## src/rtl/reset_seq_pkg.sv

```systemverilog
// Shared state encoding and default parameters for the reset sequencer.
package reset_seq_pkg;

  typedef enum logic [1:0] {
    WAIT_LOCK = 2'd0,
    HOLD      = 2'd1,
    RELEASE   = 2'd2,
    RUN       = 2'd3
  } seq_state_e;

  localparam int DEF_NUM_STAGES          = 3;
  localparam int DEF_LOCK_FILTER         = 8;
  localparam int DEF_HOLD_CYCLES         = 1024;
  localparam int DEF_STAGE_GAP           = 16;
  localparam int DEF_LOCK_TIMEOUT_CYCLES = 2 ** 20;

endpackage

```

## src/rtl/lock_filter.sv

```systemverilog
// Two-flop synchroniser on LOCKED followed by a consecutive-high sample filter.
// Lock acceptance is filtered; lock loss propagates on the next edge unfiltered.
module lock_filter
  import reset_seq_pkg::*;
#(
  parameter int LOCK_FILTER = DEF_LOCK_FILTER
) (
  input  logic i_clk,
  input  logic i_rst,
  input  logic i_locked,
  output logic o_lock_f
);

  localparam int                 CNT_W    = $clog2(LOCK_FILTER + 1);
  localparam logic [CNT_W-1:0]   CNT_LAST = CNT_W'(LOCK_FILTER - 1);

  logic             r_meta;
  logic             r_lock_s;
  logic             r_lock_f;
  logic [CNT_W-1:0] r_cnt;

  // NOTE: sequential state uses <= so every flop samples pre-edge values.
  always_ff @(posedge i_clk) begin
    if (i_rst) begin
      r_meta   <= 1'b0;
      r_lock_s <= 1'b0;
      r_lock_f <= 1'b0;
      r_cnt    <= '0;
    end else begin
      r_meta   <= i_locked;
      r_lock_s <= r_meta;
      if (!r_lock_s) begin
        r_cnt    <= '0;
        r_lock_f <= 1'b0;
      end else if (r_cnt == CNT_LAST) begin
        r_lock_f <= 1'b1;
      end else begin
        r_cnt <= r_cnt + 1'b1;
      end
    end
  end

  assign o_lock_f = r_lock_f;

endmodule

```

## src/rtl/reset_sequencer.sv

```systemverilog
// Lock-filtered multi-stage reset sequencer; stage resets release in ascending order.
// Optional lock watchdog enabled by defining RESET_SEQ_WATCHDOG_EN.
module reset_sequencer
  import reset_seq_pkg::*;
#(
  parameter int NUM_STAGES          = DEF_NUM_STAGES,
  parameter int LOCK_FILTER         = DEF_LOCK_FILTER,
  parameter int HOLD_CYCLES         = DEF_HOLD_CYCLES,
  parameter int STAGE_GAP           = DEF_STAGE_GAP,
  parameter int LOCK_TIMEOUT_CYCLES = DEF_LOCK_TIMEOUT_CYCLES
) (
  input  logic                  CLK_25MHZ,
  input  logic                  RESET,
  input  logic                  LOCKED,
  output logic [NUM_STAGES-1:0] STAGE_RESET,
  output logic                  READY,
  output logic                  LOCK_LOST,
  output logic [1:0]            STATE,
  output logic                  LOCK_TIMEOUT
);

  if (NUM_STAGES < 1 || NUM_STAGES > 8 || LOCK_FILTER < 1 || HOLD_CYCLES < 1 ||
      STAGE_GAP < 1 || LOCK_TIMEOUT_CYCLES < 1) begin : g_bad_params
    $error("reset_sequencer: parameter out of range");
  end

  localparam int                HOLD_W    = $clog2(HOLD_CYCLES + 1);
  localparam int                GAP_W     = $clog2(STAGE_GAP + 1);
  localparam logic [HOLD_W-1:0] HOLD_LAST = HOLD_W'(HOLD_CYCLES - 1);
  localparam logic [GAP_W-1:0]  GAP_LAST  = GAP_W'(STAGE_GAP - 1);

  logic w_lock_f;

  seq_state_e            r_state,       w_state_nxt;
  logic [NUM_STAGES-1:0] r_stage_reset, w_stage_nxt;
  logic                  r_ready,       w_ready_nxt;
  logic                  r_lock_lost,   w_lost_nxt;
  logic [HOLD_W-1:0]     r_hold_cnt,    w_hold_nxt;
  logic [GAP_W-1:0]      r_gap_cnt,     w_gap_nxt;
  logic [NUM_STAGES-1:0] w_released;

  lock_filter #(.LOCK_FILTER(LOCK_FILTER)) u_lock_filter (
    .i_clk    (CLK_25MHZ),
    .i_rst    (RESET),
    .i_locked (LOCKED),
    .o_lock_f (w_lock_f)
  );

  // Stage resets form a thermometer code, so releasing the next bit is a left shift.
  assign w_released = r_stage_reset << 1;

  // NOTE: defaults first so no path through this block infers a latch.
  always_comb begin
    w_state_nxt = r_state;
    w_stage_nxt = r_stage_reset;
    w_ready_nxt = r_ready;
    w_lost_nxt  = r_lock_lost;
    w_hold_nxt  = r_hold_cnt;
    w_gap_nxt   = r_gap_cnt;

    if (r_state != WAIT_LOCK && !w_lock_f) begin
      w_state_nxt = WAIT_LOCK;
      w_stage_nxt = '1;
      w_ready_nxt = 1'b0;
      w_lost_nxt  = 1'b1;
      w_hold_nxt  = '0;
      w_gap_nxt   = '0;
    end else begin
      case (r_state)
        WAIT_LOCK: begin
          if (w_lock_f) begin
            w_state_nxt = HOLD;
            w_hold_nxt  = '0;
          end
        end
        HOLD: begin
          if (r_hold_cnt == HOLD_LAST) begin
            w_stage_nxt = w_released;
            w_gap_nxt   = '0;
            if (w_released == '0) begin
              w_state_nxt = RUN;
              w_ready_nxt = 1'b1;
            end else begin
              w_state_nxt = RELEASE;
            end
          end else begin
            w_hold_nxt = r_hold_cnt + 1'b1;
          end
        end
        RELEASE: begin
          if (r_gap_cnt == GAP_LAST) begin
            w_stage_nxt = w_released;
            w_gap_nxt   = '0;
            if (w_released == '0) begin
              w_state_nxt = RUN;
              w_ready_nxt = 1'b1;
            end
          end else begin
            w_gap_nxt = r_gap_cnt + 1'b1;
          end
        end
        default: ;
      endcase
    end
  end

  always_ff @(posedge CLK_25MHZ) begin
    if (RESET) begin
      r_state       <= WAIT_LOCK;
      r_stage_reset <= '1;
      r_ready       <= 1'b0;
      r_lock_lost   <= 1'b0;
      r_hold_cnt    <= '0;
      r_gap_cnt     <= '0;
    end else begin
      r_state       <= w_state_nxt;
      r_stage_reset <= w_stage_nxt;
      r_ready       <= w_ready_nxt;
      r_lock_lost   <= w_lost_nxt;
      r_hold_cnt    <= w_hold_nxt;
      r_gap_cnt     <= w_gap_nxt;
    end
  end

`ifdef RESET_SEQ_WATCHDOG_EN
  localparam int              WD_W    = $clog2(LOCK_TIMEOUT_CYCLES + 1);
  localparam logic [WD_W-1:0] WD_LAST = WD_W'(LOCK_TIMEOUT_CYCLES - 1);

  logic [WD_W-1:0] r_wd_cnt;
  logic            r_lock_timeout;

  always_ff @(posedge CLK_25MHZ) begin
    if (RESET) begin
      r_wd_cnt       <= '0;
      r_lock_timeout <= 1'b0;
    end else if (r_state != WAIT_LOCK) begin
      r_wd_cnt <= '0;
    end else if (r_wd_cnt == WD_LAST) begin
      r_lock_timeout <= 1'b1;
    end else begin
      r_wd_cnt <= r_wd_cnt + 1'b1;
    end
  end

  assign LOCK_TIMEOUT = r_lock_timeout;
`else
  assign LOCK_TIMEOUT = 1'b0;
`endif

  assign STAGE_RESET = r_stage_reset;
  assign READY       = r_ready;
  assign LOCK_LOST   = r_lock_lost;
  assign STATE       = r_state;

endmodule

```

## config.mk

```make
export PLATFORM = sky130hd
export DESIGN_NAME = reset_sequencer
export DESIGN_NICKNAME = d
export VERILOG_FILES = /design/src/rtl/reset_seq_pkg.sv /design/src/rtl/lock_filter.sv /design/src/rtl/reset_sequencer.sv
export SDC_FILE = /design/constraint.sdc
export NUM_CORES = 1
export LEC_CHECK = 0
export ABC_AREA = 1
export BUFFER_PORTS_ARGS = -buffer_cell sky130_fd_sc_hd__buf_4
export CAP_MARGIN = 15
export CELL_PAD_IN_SITES_DETAIL_PLACEMENT = 1
export CELL_PAD_IN_SITES_GLOBAL_PLACEMENT = 1
export CORE_UTILIZATION = 45
export CTS_BUF_LIST = sky130_fd_sc_hd__clkbuf_2 sky130_fd_sc_hd__clkbuf_4 sky130_fd_sc_hd__clkbuf_8
export CTS_CLUSTER_DIAMETER = 40
export DETAILED_ROUTE_END_ITERATION = 8
export HOLD_SLACK_MARGIN = 0.02
export PLACE_DENSITY_LB_ADDON = 0.1
export SYNTH_ARGS = -nofsm -noshare
export SYNTH_HDL_FRONTEND = slang
export SYNTH_HIERARCHICAL = 1
export SYNTH_SLANG_ARGS = --single-unit
```

## constraint.sdc

```tcl
create_clock -name CLK_25MHZ -period 2 [get_ports CLK_25MHZ]
set_input_delay 0.5 -clock CLK_25MHZ [delete_from_list [all_inputs] [get_ports CLK_25MHZ]]
set_output_delay 0.5 -clock CLK_25MHZ [all_outputs]
set_load 0.01 [all_outputs]
```

# Yosys cells after proc, flatten, opt, wreduce, memory -nomap -nowiden
# Cells that the tools add are included.
# Widths: inputs -> output; s select.
[word_totals] input_bits=3 elab_cells=57 reg_bits=30 out_inout_bits=8
[op_classes] add_sub_neg=3 reduce_logical=14 eq_ne=10 bitwise_logic=1 n_mux=19
[op_table] op="$mux 11" n=2
[op_table] op="$pmux 11 s2" n=1
[op_table] op="$add 11x1->11 const B" n=1
[op_table] op="$eq 11x10->1 const B" n=1
[op_table] op="$mux 5" n=2
[op_table] op="$pmux 5 s2" n=1
[op_table] op="$mux 2" n=4
[op_table] op="$ne 2x2->1 const B" n=4
[op_table] op="$mux 3" n=2
[op_table] op="$pmux 2 s3" n=1
[op_table] op="$pmux 3 s2" n=1
[op_table] op="$reduce_and 3->1" n=2
[op_table] op="$reduce_bool 2->1" n=3
[op_table] op="$add 5x1->5 const B" n=1
[op_table] op="$eq 5x4->1 const B" n=1
[op_table] op="$reduce_and 5->1" n=1
[op_table] op="$add 4x1->4 const B" n=1
[op_table] op="$eq 4x3->1 const B" n=1
[op_table] op="$mux 1" n=4
[op_table] op="$reduce_or 2->1" n=2
[op_table] op="$logic_not 3->1" n=1
[op_table] op="$reduce_bool 3->1" n=1
[op_table] op="$eq 2x1->1 const B" n=1
[op_table] op="$eq 2x2->1 const B" n=1
[op_table] op="7 further kinds" n=7

# Longest topological paths before layout
# Gate-level depths: netlist of the first run.
[depth] word_depth=4 mapped_depth=10 ltp_nobuf=10

# Modules after synthesis
# Netlist of the first run, hierarchy kept.
[modules_own_cells] module="reset_sequencer" cells_per_inst=205 seq_area_each_um2=460.4 area_each_um2=1386.3 instances=1
[modules_own_cells] module="lock_filter" cells_per_inst=37 seq_area_each_um2=140.1 area_each_um2=284.0 instances=1

# Worst setup path before layout of the first run
# No wires, ideal clock.
[synth_timing] kind="register to register" from="register r_state[0], in the netlist STATE[0]" to="register r_hold_cnt[6]" path_stages_with_launch=11 path_buffers=0 slack_ns=0.448 required_time_ns=1.891 setup_time_ns=0.109 synth_period_minus_slack_ns=1.552 arrival_time_ns=1.444 cell_sequence="dfxtp_1 > inv_1 > ha_1 > inv_1 > nor2_1 > a21oi_4 > nand2_2 > nand2_2 > nand2_1 > nand2_1 > inv_1"
[synth_via] elab_chain_len=3 word_cells_on_any_way=10 cone_classes="3 x eq/ne; 1 x mux; 6 x reduce/logical"
[synth_rtl] element="from (decl)" line_no="reset_sequencer.sv:34" text="seq_state_e r_state, w_state_nxt;"
[synth_rtl] element="from (signal assigned)" line_no="reset_sequencer.sv:116" text="r_state <= w_state_nxt;"
[synth_rtl] element="$eq 2x1->1 (tied with other cells)" line_no="reset_sequencer.sv:69" text="case (r_state)"
[synth_rtl] element="$ne 2x2->1 (no line) (tied with other cells)"
[synth_rtl] element="$reduce_and 3->1 (no line) or $reduce_or 2->1 (tied branches)"
[synth_rtl] element="to (signal assigned)" line_no="reset_sequencer.sv:120" text="r_hold_cnt <= w_hold_nxt;"
[synth_rtl] element="to (decl)" line_no="reset_sequencer.sv:38" text="logic [HOLD_W-1:0] r_hold_cnt, w_hold_nxt;"
# Several ways; a longest one is shown, not always the timed one.
# A chain may end at the register's enable or synchronous reset.

# Worst setup path in the final report of the first run
[layout_timing] from="register r_state[1], in the netlist STATE[1]" to="register r_hold_cnt[6]"
# Same word-level chain as after synthesis.

==> results of run 1 <==
## area by class of cell
type | count | area (um2)
fill | 481 | 1570
multi-input combinational | 175 | 915
sequential | 30 | 601
inverter | 32 | 120
clock buffer | 7 | 90.1
timing repair buffer | 11 | 82.6
tap | 46 | 57.6
clock inverter | 1 | 5.00
## cells in the final DEF (no fill, tap or decap), types with 2 or more instances in the layout
cell type and instances:
inv_2 3, nand2_2 6, buf_4 11, o211ai_1 2
nor2_2 2, nand4_1 12, xor2_1 3, nand2_1 54
nor3_1 2, a21oi_1 12, o21ai_0 5, nand3_1 19
clkbuf_8 6, o21ai_1 2, nor2_1 37, nand3_2 2
ha_1 7, inv_1 29, dfxtp_1 30, nor2_4 3
## worst max-delay path, cell delays in order (launching register included)
cell	delay [ns]
dfxtp_1	0.34
inv_1	0.11
ha_1	0.37
inv_2	0.16
a21oi_4	0.28
nand2_2	0.20
nand2_2	0.10
nand2_1	0.05
nand2_1	0.05
inv_1	0.04
## kinds of logic after synthesis
logic type	share of synthesized area, %
DFF	36.0
AOI/OAI and AO/OA	8.46
and+or+nand+nor	39.3
adders and majority gates	5.24
other	0.225
xor gates and xnor gates	1.57
buffers and inverters	9.29
## report_power, final
part / internal [mW] / total, mW / switching (mW)
Sequential: 0.613 / 0.625 / 0.0123
Combinational: 0.0801 / 0.250 / 0.170
Clock: 0.291 / 0.514 / 0.223
## layer usage
| layer | share of wire [%] | GRT usage [%] | vias up |
|---|---|---|---|
| li1 | - | - | 798 |
| met1 | 47 | 26.4 | 721 |
| met2 | 50 | 40.1 | 15 |
| met3 | 2.2 | 4.20 | 6 |
| met4 | 1.3 | 7.56 | 0 |
| met5 | 0 | 0 | - |
## flip-flops by register name, indices dropped and copies added, names as in the netlist
name / cells
u_lock_filter/r_lock_s: 1
u_lock_filter/r_meta: 1
LOCK_LOST: 1
STATE: 2
r_gap_cnt: 5
u_lock_filter/o_lock_f: 1
STAGE_RESET: 3
READY: 1
u_lock_filter/r_cnt: 4
r_hold_cnt: 11
## worst paths after layout
path	startpoint	end	slack, ns	depth (start not counted)
max	STATE[1]$_SDFFE_PP0P_	r_hold_cnt[6]$_SDFFE_PP0P_	0.20	9
min	u_lock_filter/r_meta$_SDFF_PP0_	u_lock_filter/r_lock_s$_SDFF_PP0_	0.41	2
max reg2reg	STATE[1]$_SDFFE_PP0P_	r_hold_cnt[6]$_SDFFE_PP0P_	0.20	9
min reg2reg	u_lock_filter/r_meta$_SDFF_PP0_	u_lock_filter/r_lock_s$_SDFF_PP0_	0.41	2
==> results_dict.tcl, run 1 <==
set metrics [dict create \
    status "complete, no violations" \
    synthArstFlopShare_pct 0 \
    synth.most_common_cell "nand2_1" \
    cp_max_fo 9 \
    drive_gt1_share_pct 14.8 \
    slew_violations 0 \
    crit_type "flip-flop to flip-flop" \
    power_mw 1.39 \
    period_minus_slack_ns 1.80 \
    rsz0062_at_grt "false" \
    synth_top_area_share_pct 36.0 \
    die_x_um 62.9 \
    ys.warnings.count 6 \
    dpl_cell_area_mm2 0.00178 \
    ctsHoldBuffers 0 \
    wl_per_cell_um 12.9 \
    hold_violations 0 \
    htree_levels 2 \
    numPortBuffers 9 \
    cts_tree "done" \
    grt_pass1_wl_um 7020 \
    fmax_mhz 556 \
    synth-edff-count 0 \
    dieHeight_um 62.9 \
    cts-resized-gates 0 \
    drv_cap 0 \
    fin_nets 265 \
    fin_util_pct 54.3 \
    antenna_cells 0 \
    maxSlewHeadroom_pct 65.1 \
    cp_data_arrival_time_ns 1.98 \
    setup_viol 0 \
    synth_seq_cells 30 \
    viasPerCell 5.10 \
    clk_pin_slew_ns 0.06 \
    cts_buffers 5 \
    stdcell_area_mm2 0.00187 \
    antenna_left 0 \
    yosysSeqAreaShare_pct 36.0 \
    ir_drop_mv 0.413 \
    ys_types 29 \
    io_pins 11 \
    core_mm2 0.00344 \
    synthTopCellsByCount "54 x nand2_1, 37 x nor2_1, 30 x dfxtp_1" \
    dieArea_mm2 0.00396 \
    place_ws_ns 0.183 \
    cts_buffer_depth 2 \
    tightest_slew_ns 0.522 \
    antenna_found_initial 0 \
    num_rows 21 \
    yosysTopAreaCell "dfxtp_1" \
    area_delta_synth_final_pct 12.0 \
    grt-ovfl-total 0 \
    syn-instance-count 242 \
    placed_cells 294 \
    track_usage_pct 22.4 \
    drt-initial-drc-count 50 \
    period_share_pct 90.0 \
    cts-root-buf "clkbuf_8" \
    hold-worst-slack_ns 0.409 \
    p_leak_nw 0.776 \
    min_path_type "flip-flop to flip-flop" \
    end_kind "flip-flop" \
    first_global_vias 1619 \
    clk_latency_ns 0.27 \
    hpwl_um 2960 \
    synth_top_flop_cell "dfxtp_1" \
    clock-sinks 30 \
    power_density_mw_per_mm2 743 \
    cp-start-kind "flip-flop" \
    first_pass_iters 4 \
    synth_nets 252 \
    place_congestion 0.823 \
    vias 1540 \
    synthTopCellsByArea "dfxtp_1 36%, nand2_1 12%, nor2_1 8.3%" \
    grt_max_degree 13 \
    required_ns 2.18 \
    syn-cell-area_mm2 0.00167 \
    syn-mean-instance-area_um2 6.90 \
    setup_tns_ns 0 \
    initial_core_util_pct 48.5 \
    worst_slack_ns 0.201 \
    wl_um 3900 \
    fin_skew_ns 0.00449 \
    cts_setup_buffers 0 \
    drc 0 \
    fin_cells 302 \
]
No activity file was read; power rests on OpenSTA's default activity.
==> inputs of run 2 (changes only) <==
--- a/config.mk
+++ b/config.mk
@@ -15,8 +15,7 @@
 export CTS_CLUSTER_DIAMETER = 40
 export DETAILED_ROUTE_END_ITERATION = 8
 export HOLD_SLACK_MARGIN = 0.02
-export PLACE_DENSITY_LB_ADDON = 0.1
+export PLACE_DENSITY = 0.92
 export SYNTH_ARGS = -nofsm -noshare
 export SYNTH_HDL_FRONTEND = slang
-export SYNTH_HIERARCHICAL = 1
 export SYNTH_SLANG_ARGS = --single-unit
==> run 2 against run 1 <==
Effect of this change: critical path depth shrank 3; via count increased by 3.9%; combinational power grew 61%; sequential cell count stayed put; sequential share of layout area fell by 0.36 points; critical path type unchanged.
==> results_dict.tcl, run 2 <==
set metrics [dict create \
    cts-root-buf "clkbuf_8" \
    cts-resized-gates 0 \
    drc 0 \
    met2_length_um 2040 \
    max_stage_delay_ns 0.40 \
    synth-edff-count 0 \
    htree_levels 2 \
    cts_buffers 5 \
    crit_chain "inv_1 -> ha_1 -> nor2_1 -> nor2_1 -> clkinv_1 -> a21oi_1" \
    grt_pass1_wl_um 7290 \
    first_global_vias 1616 \
    dpl_cell_area_mm2 0.00180 \
    synth_seq_cells 30 \
    setup_viol 0 \
    ctsHoldBuffers 0 \
    cts_tree "done" \
    maxUsedRoutingLayer "met4" \
    synth_nets 254 \
    cp_data_arrival_time_ns 1.98 \
    first_pass_iters 4 \
    hpwl_um 3040 \
    period_minus_slack_ns 1.77 \
    synthTopCellsByArea "dfxtp_1 36%, nand2_1 14%, inv_1 7.1%" \
    grt_max_degree 15 \
    fmax_mhz 564 \
    dieHeight_um 63.2 \
    cts_setup_buffers 0 \
    vias 1600 \
    initial_core_util_pct 48.6 \
    drv_cap 0 \
    area_delta_synth_final_pct 12.3 \
    largest_reg_flops 11 \
    ys_types 31 \
    placed_cells 298 \
    yosysTopAreaCell "dfxtp_1" \
    rsz0062_at_grt "false" \
    crit_path_top_delay_cell "clkinv_1" \
    synth_compound_area_share_pct 7.43 \
    cpMostUsedCell "nor2_1" \
    clk_pin_slew_ns 0.06 \
    synth_top_area_share_pct 35.7 \
    synthAdderAreaFrac_pct 5.20 \
    track_usage_pct 23.3 \
    fin_nets 269 \
    syn-instance-count 244 \
    synth.area.mux_share_pct 0 \
    core_mm2 0.00347 \
    synthTopCellsByCount "63 x nand2_1, 32 x inv_1, 31 x nor2_1" \
    dr_wl_met3_um 133 \
    antenna_found_initial 0 \
    clk_latency_ns 0.29 \
    synth_top_flop_cell "dfxtp_1" \
    end_kind "flip-flop" \
    setup_tns_ns 0 \
    hold_violations 0 \
    drive_gt1_share_pct 13.5 \
    rrSetupSlack_ns 0.23 \
    yosysSeqAreaShare_pct 35.7 \
    synth_top_family_by_area "simple AND/OR/NAND/NOR gates" \
    required_ns 2.21 \
    slew_violations 0 \
    stdcell_area_mm2 0.00189 \
    die_x_um 63.2 \
    crit_type "flip-flop to flip-flop" \
    period_share_pct 88.6 \
    fillers 471 \
    wl_um 4060 \
    worst_slack_ns 0.227 \
    synthSimpleGateAreaFrac_pct 41.1 \
    antenna_cells 0 \
    power_density_mw_per_mm2 831 \
    status "complete, no violations" \
    syn-cell-area_mm2 0.00168 \
    regMostFlops "r_hold_cnt" \
    fin_cells 306 \
    cp-start-kind "flip-flop" \
    layout_common_cells "63 x nand2_1, 32 x inv_1, 31 x nor2_1" \
    cts_buffer_depth 2 \
    drt-initial-drc-count 58 \
    syn-mean-instance-area_um2 6.90 \
    ir_drop_mv 0.439 \
    synthArstFlopShare_pct 0 \
    dieArea_mm2 0.00399 \
    reg_top3 "r_hold_cnt x11, r_gap_cnt x5, u_lock_filter.r_cnt x4" \
    viasPerCell 5.23 \
    num_rows 21 \
    grt-ovfl-total 0 \
    io_pins 11 \
    clock-sinks 30 \
    wl_per_cell_um 13.3 \
    numPortBuffers 9 \
    wl_met1_um 1820 \
    fin_skew_ns 0.00724 \
    antenna_left 0 \
    p_leak_nw 0.758 \
    final_common_cell "nand2_1" \
    cp_max_fo 9 \
    synth.most_common_cell "nand2_1" \
    place_congestion 0.864 \
    min_path_type "primary input to flip-flop" \
    synth_xor_area_share_pct 0.520 \
    ys.warnings.count 0 \
    place_ws_ns 0.208 \
]
[run 2: final cells by class]
class,count,area (um2),area share [%]
flip-flops and latches,30,601,31.7
multi-input cells,176,917,48.5
well taps,46,57.6,3.04
clock buffers,6,82.6,4.37
clock inverters,2,12.5,0.661
repair buffers,13,97.6,5.16
inverters,33,124,6.55
[run 2: metrics by stage]
stage / hold slack (ns) / total power [mW] / util, %
2_1_floorplan: 0.388 / 0.948 / -
3_3_place_gp: 0.392 / 1.05 / 51.8
3_5_place_dp: 0.399 / 1.07 / 51.8
4_1_cts: 0.393 / 1.59 / 54.5
5_1_grt: 0.406 / 1.66 / 54.5
6_report: 0.400 / 1.57 / 54.5
[run 2: path summary, 6_finish.rpt]
| path | from | end | depth (start not counted) |
|---|---|---|---|
| setup / recovery | STATE[0]$_SDFFE_PP0P_ | r_gap_cnt[3]$_SDFFE_PP0P_ | 6 |
| hold / removal | RESET | u_lock_filter.r_meta$_SDFF_PP0_ | 2 |
| setup reg to reg | STATE[0]$_SDFFE_PP0P_ | r_gap_cnt[3]$_SDFFE_PP0P_ | 6 |
| hold reg to reg | u_lock_filter.r_meta$_SDFF_PP0_ | u_lock_filter.r_lock_s$_SDFF_PP0_ | 2 |
[run 2: routing by layer]
layer  GRT usage [%]  up-vias
li1                -      810
met1            28.0      748
met2            40.1       34
met3            5.43        8
met4            8.52        0
met5               0        -
[run 2: worst max-delay path: cells and delay by family (launching register included)]
kind / cells / cell delay, ns
AND/OR/NAND/NOR: 2 / 0.42
buffers and inverters: 2 / 0.51
adder cells (fa/ha/maj): 1 / 0.20
AO/OA/AOI/OAI: 1 / 0.22
flip-flops: 1 / 0.34
[run 2: cells by family (layout without fill, tap and decap cells)]
| kind of cell | Yosys count | count (layout) |
|---|---|---|
| compound gates | 23 | 23 |
| other cells | 1 | 1 |
| xor+xnor | 1 | 1 |
| flops | 30 | 30 |
| simple gates | 144 | 144 |
| buf+inv | 38 | 54 |
| fa+ha+maj | 7 | 7 |
[run 2: where the power goes]
part	internal, mW	leakage [nW]	switching (mW)
registers	0.627	0.243	0.0261
clock network	0.276	0.0472	0.240
logic	0.144	0.468	0.258
